### src/rtl/mem_store_buffer_pkg.sv
// Shared widths and cpu read/write encodings for the store buffer slice.
package mem_store_buffer_pkg;

  localparam int unsigned CPU_AW = 64;
  localparam int unsigned CPU_DW = 64;

  localparam logic RW_READ  = 1'b1;
  localparam logic RW_WRITE = 1'b0;

endpackage

### src/rtl/sbuf_fwd_match.sv
// Youngest-match search over the pending store entries for read forwarding.
module sbuf_fwd_match
  import mem_store_buffer_pkg::*;
#(
  parameter int unsigned DEPTH = 4,
  parameter int unsigned AW    = CPU_AW,
  parameter int unsigned DW    = CPU_DW,
  localparam int unsigned PW   = $clog2(DEPTH)
) (
  input  logic [AW-1:0]    addrs [DEPTH],
  input  logic [DW-1:0]    datas [DEPTH],
  input  logic [DEPTH-1:0] valid,
  input  logic [PW-1:0]    head,
  input  logic [AW-1:0]    address,
  output logic             hit,
  output logic [DW-1:0]    data
);

  logic [PW-1:0] idx;

  // Walk oldest to youngest so the last match found is the youngest one.
  always_comb begin
    hit  = 1'b0;
    data = '0;
    idx  = '0;
    for (int unsigned i = 0; i < DEPTH; i++) begin
      idx = head + PW'(i);
      if (valid[idx] && (addrs[idx] == address)) begin
        hit  = 1'b1;
        data = datas[idx];
      end
    end
  end

endmodule

### src/rtl/mem_store_buffer.sv
// Write-posting FIFO between the cpu memory port and RAM, with read forwarding.
module mem_store_buffer
  import mem_store_buffer_pkg::*;
#(
  parameter int unsigned DEPTH = 4,
  parameter int unsigned AW    = CPU_AW,
  parameter int unsigned DW    = CPU_DW
) (
  input  logic          clock,
  input  logic          reset,
  input  logic [AW-1:0] cpu_address,
  input  logic          cpu_rw,
  input  logic [DW-1:0] cpu_wdata,
  output logic [DW-1:0] cpu_rdata,
  output logic [AW-1:0] mem_raddr,
  input  logic [DW-1:0] mem_rdata,
  output logic          mem_wvalid,
  output logic [AW-1:0] mem_waddr,
  output logic [DW-1:0] mem_wdata,
  input  logic          mem_wready,
  output logic          buf_empty,
  output logic          buf_full,
  output logic          overflow
);

  localparam int unsigned PW = $clog2(DEPTH);
  localparam int unsigned CW = PW + 1;

  logic [AW-1:0]    addr_mem [DEPTH];
  logic [DW-1:0]    data_mem [DEPTH];
  logic [PW-1:0]    head;
  logic [PW-1:0]    tail;
  logic [CW-1:0]    count;
  logic [DEPTH-1:0] valid;
  logic [PW-1:0]    offset;
  logic             enq;
  logic             deq;
  logic             accept;
  logic             fwd_hit;
  logic [DW-1:0]    fwd_data;

  assign buf_empty  = (count == '0);
  assign buf_full   = (count == CW'(DEPTH));
  assign mem_wvalid = ~buf_empty;
  assign mem_waddr  = addr_mem[head];
  assign mem_wdata  = data_mem[head];
  assign mem_raddr  = cpu_address;

  assign enq = (cpu_rw == RW_WRITE);
  assign deq = mem_wvalid & mem_wready;
  // A full buffer still accepts when the head leaves in the same cycle.
  assign accept = enq & (~buf_full | deq);

  always_ff @(posedge clock) begin
    if (reset) begin
      head     <= '0;
      tail     <= '0;
      count    <= '0;
      overflow <= 1'b0;
    end else begin
      if (accept) begin
        addr_mem[tail] <= cpu_address;
        data_mem[tail] <= cpu_wdata;
        tail           <= tail + PW'(1);
      end
      if (deq) begin
        head <= head + PW'(1);
      end
      if (accept && !deq) begin
        count <= count + CW'(1);
      end else if (!accept && deq) begin
        count <= count - CW'(1);
      end
      if (enq && !accept) begin
        overflow <= 1'b1;
      end
    end
  end

  always_comb begin
    valid  = '0;
    offset = '0;
    for (int unsigned i = 0; i < DEPTH; i++) begin
      offset   = PW'(i) - head;
      valid[i] = ({1'b0, offset} < count);
    end
  end

  sbuf_fwd_match #(
    .DEPTH(DEPTH),
    .AW   (AW),
    .DW   (DW)
  ) u_fwd (
    .addrs  (addr_mem),
    .datas  (data_mem),
    .valid  (valid),
    .head   (head),
    .address(cpu_address),
    .hit    (fwd_hit),
    .data   (fwd_data)
  );

  assign cpu_rdata = ((cpu_rw == RW_READ) && fwd_hit) ? fwd_data : mem_rdata;

endmodule
### config.mk
export PLATFORM = sky130hd
export DESIGN_NAME = mem_store_buffer
export DESIGN_NICKNAME = d
export VERILOG_FILES = /design/src/rtl/mem_store_buffer_pkg.sv /design/src/rtl/sbuf_fwd_match.sv /design/src/rtl/mem_store_buffer.sv
export SDC_FILE = /design/constraint.sdc
export NUM_CORES = 1
export LEC_CHECK = 0
export CORE_MARGIN = 2
export CORE_UTILIZATION = 51
export DETAILED_ROUTE_END_ITERATION = 10
export MAX_ROUTING_LAYER = met4
export PLACE_DENSITY = 0.78
export SYNTH_ARGS = -nofsm -noshare
export SYNTH_HDL_FRONTEND = slang
export SYNTH_SLANG_ARGS = --single-unit
### constraint.sdc
create_clock -name clock -period 5.5 [get_ports clock]
set_input_delay 1.1 -clock clock [delete_from_list [all_inputs] [get_ports clock]]
set_output_delay 1.1 -clock clock [all_outputs]
set_load 0.01 [all_outputs]
==> report_table.html <==
<table>
<tr><th>Metric</th><th>Value</th></tr>
<tr><th colspan="2">GRT</th></tr>
<tr><td>Initial antenna violation count</td><td>7</td></tr>
<tr><td>Wire length of the first global-routing pass</td><td>162 mm</td></tr>
<tr><td>Via count of the first global-routing pass</td><td>26.1k</td></tr>
<tr><td>Combined global-route utilization of all metal layers</td><td>0.317</td></tr>
<tr><td>Pin count of the biggest net entering global routing</td><td>223</td></tr>
<tr><td>Sum of overflow across all layers after global routing</td><td>0</td></tr>
<tr><th colspan="2">Drt</th></tr>
<tr><td>DRT antenna net count</td><td>0</td></tr>
<tr><td>Number of remaining DRC errors</td><td>0</td></tr>
<tr><td>Starting DRC count in detailed routing</td><td>2907</td></tr>
<tr><td>Vias</td><td>26.2k</td></tr>
<tr><td>Via-per-instance ratio</td><td>6.59</td></tr>
<tr><td>Total iterations of the first detailed-routing run</td><td>6</td></tr>
<tr><td>WL per Instance</td><td>27.5 um</td></tr>
<tr><td>Total length of routed wires</td><td>109 mm</td></tr>
<tr><th colspan="2">Power and ir drop</th></tr>
<tr><td>Clk network pwr share</td><td>0.220</td></tr>
<tr><td>Combinational share of power</td><td>0.496</td></tr>
<tr><td>Standby leakage power</td><td>14.5 nW</td></tr>
<tr><td>Total power after layout</td><td>16.7 mW</td></tr>
<tr><td>Part of the total power dissipated in sequential elements</td><td>0.284</td></tr>
<tr><td>P_int</td><td>11.0 mW</td></tr>
<tr><td>Cell Pwr Density</td><td>374 nW/um^2</td></tr>
<tr><td>Worst supply voltage drop on vdd</td><td>380 uV</td></tr>
<tr><td>Switching Share</td><td>0.341</td></tr>
<tr><td>Power spent charging and discharging nets</td><td>5.68 mW</td></tr>
<tr><th colspan="2">Setup path</th></tr>
<tr><td>List of cells traversed by the critical path</td><td>buf_12 &gt; buf_16 &gt; mux4_2 &gt; xnor2_1 &gt; nand4_1 &gt; nor4_2 &gt; buf_4 &gt; nand4_1 &gt; buf_4 &gt; or4b_4 &gt; buf_16 &gt; o21ai_0 &gt; a21oi_1 &gt; a22o_1 &gt; dlygate4sd2_1</td></tr>
<tr><td>Largest incremental delay on the critical path</td><td>560 ps</td></tr>
<tr><td>CP Data Required Time</td><td>4400 ps</td></tr>
<tr><td>Worst flop-to-flop path startpoint</td><td>count[0]</td></tr>
<tr><td>Worst-path fanout max</td><td>32</td></tr>
<tr><td>Reg2Reg Capture Point</td><td>addr_mem[201]</td></tr>
<tr><td>Data arrival time at the worst-slack endpoint</td><td>4870 ps</td></tr>
<tr><td>Minimum setup slack among reg-to-reg paths</td><td>2730 ps</td></tr>
<tr><td>Depth of the most critical reg-to-reg path</td><td>6</td></tr>
<tr><td>Type of origin of the critical path</td><td>flop</td></tr>
<tr><td>Worst-path cell with the longest stage delay</td><td>or4b_4</td></tr>
<tr><td>Endpoint kind of the worst setup timing path</td><td>output port</td></tr>
<tr><td>WS Path Type</td><td>flop to output port</td></tr>
<tr><th colspan="2">Logic synthesis</th></tr>
<tr><td>Commonest register cell after synthesis</td><td>edfxtp_1</td></tr>
<tr><td>Net count after synthesis</td><td>2607</td></tr>
<tr><td>Synthesized cell area</td><td>34300 um^2</td></tr>
<tr><td>Synth Register Bits</td><td>520</td></tr>
<tr><td>Number of enable-type register cells in the synthesized netlist</td><td>512</td></tr>
<tr><td>Post-Synthesis Mean Instance Area</td><td>14.3 um^2</td></tr>
<tr><td>Count of mapped cells out of synthesis</td><td>2401</td></tr>
<tr><td>Proportion of synthesized chip area in sequential cells</td><td>0.453</td></tr>
<tr><td>Share of flip-flops with an asynchronous set or reset</td><td>0</td></tr>
<tr><td>Yosys warning count</td><td>0</td></tr>
<tr><td>Count of distinct cell types in the synthesized netlist</td><td>42</td></tr>
<tr><th colspan="2">Floorplan</th></tr>
<tr><td>Chip Width</td><td>263 um</td></tr>
<tr><td>Die Area</td><td>69400 um^2</td></tr>
<tr><td>Cell row count</td><td>95</td></tr>
<tr><td>Boundary Pins</td><td>456</td></tr>
<tr><td>Vertical die dimension</td><td>263 um</td></tr>
<tr><td>Initial Utilization</td><td>0.513</td></tr>
<tr><td>Core area</td><td>66900 um^2</td></tr>
<tr><th colspan="2">Clock tree</th></tr>
<tr><td>Clock insertion delay at the later pin of the skew report</td><td>630 ps</td></tr>
<tr><td>Count of H-tree levels built during CTS</td><td>2</td></tr>
<tr><td>Clock root cell</td><td>clkbuf_16</td></tr>
<tr><td>Sink Count</td><td>520</td></tr>
<tr><td>Clk pin slew, worst setup/hold paths</td><td>60 ps</td></tr>
<tr><td>Clock tree buffer depth</td><td>3</td></tr>
<tr><td>Num CTS Buffers</td><td>57</td></tr>
<tr><td>Post-cts hold buffer count</td><td>0</td></tr>
<tr><td>Clock tree from TritonCTS</td><td>done</td></tr>
<tr><th colspan="2">Worst hold path</th></tr>
<tr><td>Worst Hold Endpoint</td><td>overflow</td></tr>
<tr><td>Start point of the worst hold path</td><td>overflow</td></tr>
<tr><td>Hold/Removal Path Class</td><td>flop to flop</td></tr>
<tr><td>Instance count along the most critical hold path</td><td>2</td></tr>
<tr><th colspan="2">STA</th></tr>
<tr><td>Number of pins exceeding their max-slew limit in the final report</td><td>0</td></tr>
<tr><td>Setup skew after layout</td><td>19.7 ps</td></tr>
<tr><td>Setup repair after global routing missed its margin</td><td>yes</td></tr>
<tr><td>Actual transition at the worst max-transition pin</td><td>1060 ps</td></tr>
<tr><td>Hold Fails Final Rpt</td><td>0</td></tr>
<tr><td>Peak Freq</td><td>0.168 GHz</td></tr>
<tr><td>Hold slack final</td><td>484 ps</td></tr>
<tr><td>Worst slew margin</td><td>0.294</td></tr>
<tr><td># setup viols final</td><td>64</td></tr>
<tr><td>PnR worst setup slack</td><td>-467 ps</td></tr>
<tr><td>Clock period minus worst slack</td><td>5970 ps</td></tr>
<tr><td>Ratio of final minimum period to clock period</td><td>1.08</td></tr>
<tr><td>Post-Route Setup TNS</td><td>-22920 ps</td></tr>
<tr><th colspan="2">Outcome</th></tr>
<tr><td>Outcome</td><td>finished with violations</td></tr>
<tr><td>Failing checks</td><td>setup timing</td></tr>
<tr><th colspan="2">Placement</th></tr>
<tr><td>HPWL after detailed placement</td><td>74.8 mm</td></tr>
<tr><td>Weighted congestion at the end of routability-driven global placement</td><td>0.903</td></tr>
<tr><td>I/O Buffers</td><td>455</td></tr>
<tr><td>Placed cell count</td><td>3814</td></tr>
<tr><th colspan="2">Layout</th></tr>
<tr><td>Proportion of layout cells with a drive suffix above 1</td><td>0.345</td></tr>
<tr><td>Number of nets at the end of the flow</td><td>3255</td></tr>
<tr><td>Layout overhead on the synthesized area</td><td>29.7%</td></tr>
<tr><td>Final standard cell utilization of the core</td><td>0.665</td></tr>
<tr><td>Non-filler cells, final</td><td>3977</td></tr>
<tr><th colspan="2">Flow run</th></tr>
<tr><td>Total of max-cap violations</td><td>0</td></tr>
</table>
[per-layer routing]
| metal | vias to the layer above | track usage | wire [um] |
|---|---|---|---|
| met3 | 309 | 0.0605 | 10800 |
| met1 | 13300 | 0.395 | 39700 |
| met2 | 1605 | 0.500 | 52500 |
| li1 | 11000 | - | - |
| met5 | - | - | 0 |
| met4 | 0 | 0.161 | 6380 |
[cell type report]
type	instances	area, um^2
fill	4502	22400
multi-input combinational	1585	17500
sequential	520	15500
timing repair buffer	877	8570
clock buffer	75	1540
tap	873	1090
clock inverter	30	226
inverter	8	30.0
antenna	9	22.5
[state kept, by name (all words and copies together), names as in the netlist]
name,count
addr_mem,256
tail,2
data_mem,256
head,2
count,3
overflow,1
[power groups by stage]
| stage | logic (mW) | clock network, mW | registers (mW) |
|---|---|---|---|
| finish | 8.25 | 3.67 | 4.73 |
| floorplan | 4.97 | 0 | 4.77 |
| global route | 8.68 | 3.85 | 4.75 |
| global placement | 7.69 | 0 | 4.82 |
| detailed placement | 7.85 | 0 | 4.85 |
| CTS | 8.15 | 3.72 | 4.72 |
[how the worst max path moves through the flow]
| stage | start | end | slack, ps | cells after the start |
|---|---|---|---|---|
| 3_3_place_gp | cpu_address[22] | cpu_rdata[19] | -580 | 12 |
| 5_1_grt | head[1] | cpu_rdata[17] | -570 | 16 |
| 2_1_floorplan | head[1] | cpu_rdata[34] | 2 | 24 |
| 6_report | head[1] | cpu_rdata[17] | -470 | 15 |
| 3_5_place_dp | cpu_address[22] | cpu_rdata[19] | -750 | 12 |
| 4_1_cts | head[1] | cpu_rdata[7] | -630 | 15 |
[critical path: cells and delay by family, from the launching register on]
| kind | cells | cell delay, ps |
|---|---|---|
| buf+inv | 6 | 1130 |
| xor+xnor | 1 | 160 |
| compound gates | 3 | 470 |
| flops | 1 | 380 |
| simple gates | 4 | 1490 |
| mux | 1 | 550 |
[repair_timing]
| action | CTS | global route |
|---|---|---|
| endpoints found under the setup margin | 64 | 64 |
| gates resized for setup | 257 | 99 |
| cloned | 13 | 3 |
| buffers inserted | 30 | 7 |
| pin swaps | 22 | 53 |
[metrics by stage]
step	setup slack (ps)	cell area, um^2
2_1_floorplan	1.89	34400
3_3_place_gp	-583	41800
3_5_place_dp	-750	41800
4_1_cts	-635	44300
5_1_grt	-568	44500
6_report	-467	44500
[logic make-up (layout without fill, tap and decap cells)]
group	Yosys count	in the layout	synth area share
AO/OA/AOI/OAI	459	459	0.0801
XOR/XNOR	265	265	0.0677
adder cells (fa/ha/maj)	10	10	0.00387
buffers and inverters	296	990	0.0483
flip-flops	520	520	0.453
multiplexers	585	585	0.310
other	0	9	0
AND/OR/NAND/NOR	266	266	0.0371
[cells in the mapped netlist, drive strengths merged, types with 2 or more instances]
library cell  instances  area share
buf                 177       0.035
mux4                376        0.25
xor2                 51       0.013
or3                   3     0.00055
edfxtp              512        0.45
a22o                 64       0.016
nor4                 20      0.0038
ha                    9      0.0033
nor2                 89      0.0098
nand4                52      0.0095
mux2i               142       0.041
nand3                 4     0.00058
a21oi               193       0.028
o21ai               129       0.019
a2111oi               2     0.00069
dfxtp                 8      0.0047
o31ai                64       0.014
and2                  4     0.00073
nand2                73      0.0080
a221o                 2     0.00058
nand2b                3     0.00055
nor3                 11      0.0016
clkbuf              111       0.012
nor4b                 2     0.00088
nor2b                 2     0.00036
a211oi                2     0.00044
mux2                 67       0.022
inv                   8     0.00088
xnor2               214       0.055
[cell usage in the layout (no fill, tap or decap), types with 4 or more instances in the layout]
cell type and instances:
a22o_1 63, xnor2_1 203, edfxtp_1 512, o21ai_1 20, a21oi_2 4, and2_4 4, nor2_1 86, mux2i_1 142
clkinv_2 11, dlygate4sd2_1 13, clkbuf_2 4, nor4_1 12, mux4_2 376, mux2_2 67, nand4_1 52, o31ai_2 11
o31ai_1 53, buf_12 51, buf_4 333, clkinv_1 11, nand3_1 4, buf_6 18, a21oi_1 189, diode_2 9
nor4_2 6, clkbuf_1 16, dfxtp_1 6, nor3_1 11, clkdlybuf4s50_1 390, clkbuf_16 62, o21ai_2 21, buf_2 46
xor2_1 51, o21ai_0 87, buf_16 16, ha_1 9, xnor2_2 11, inv_1 8, nand2_1 73
No activity file was read; power rests on OpenSTA's default activity.
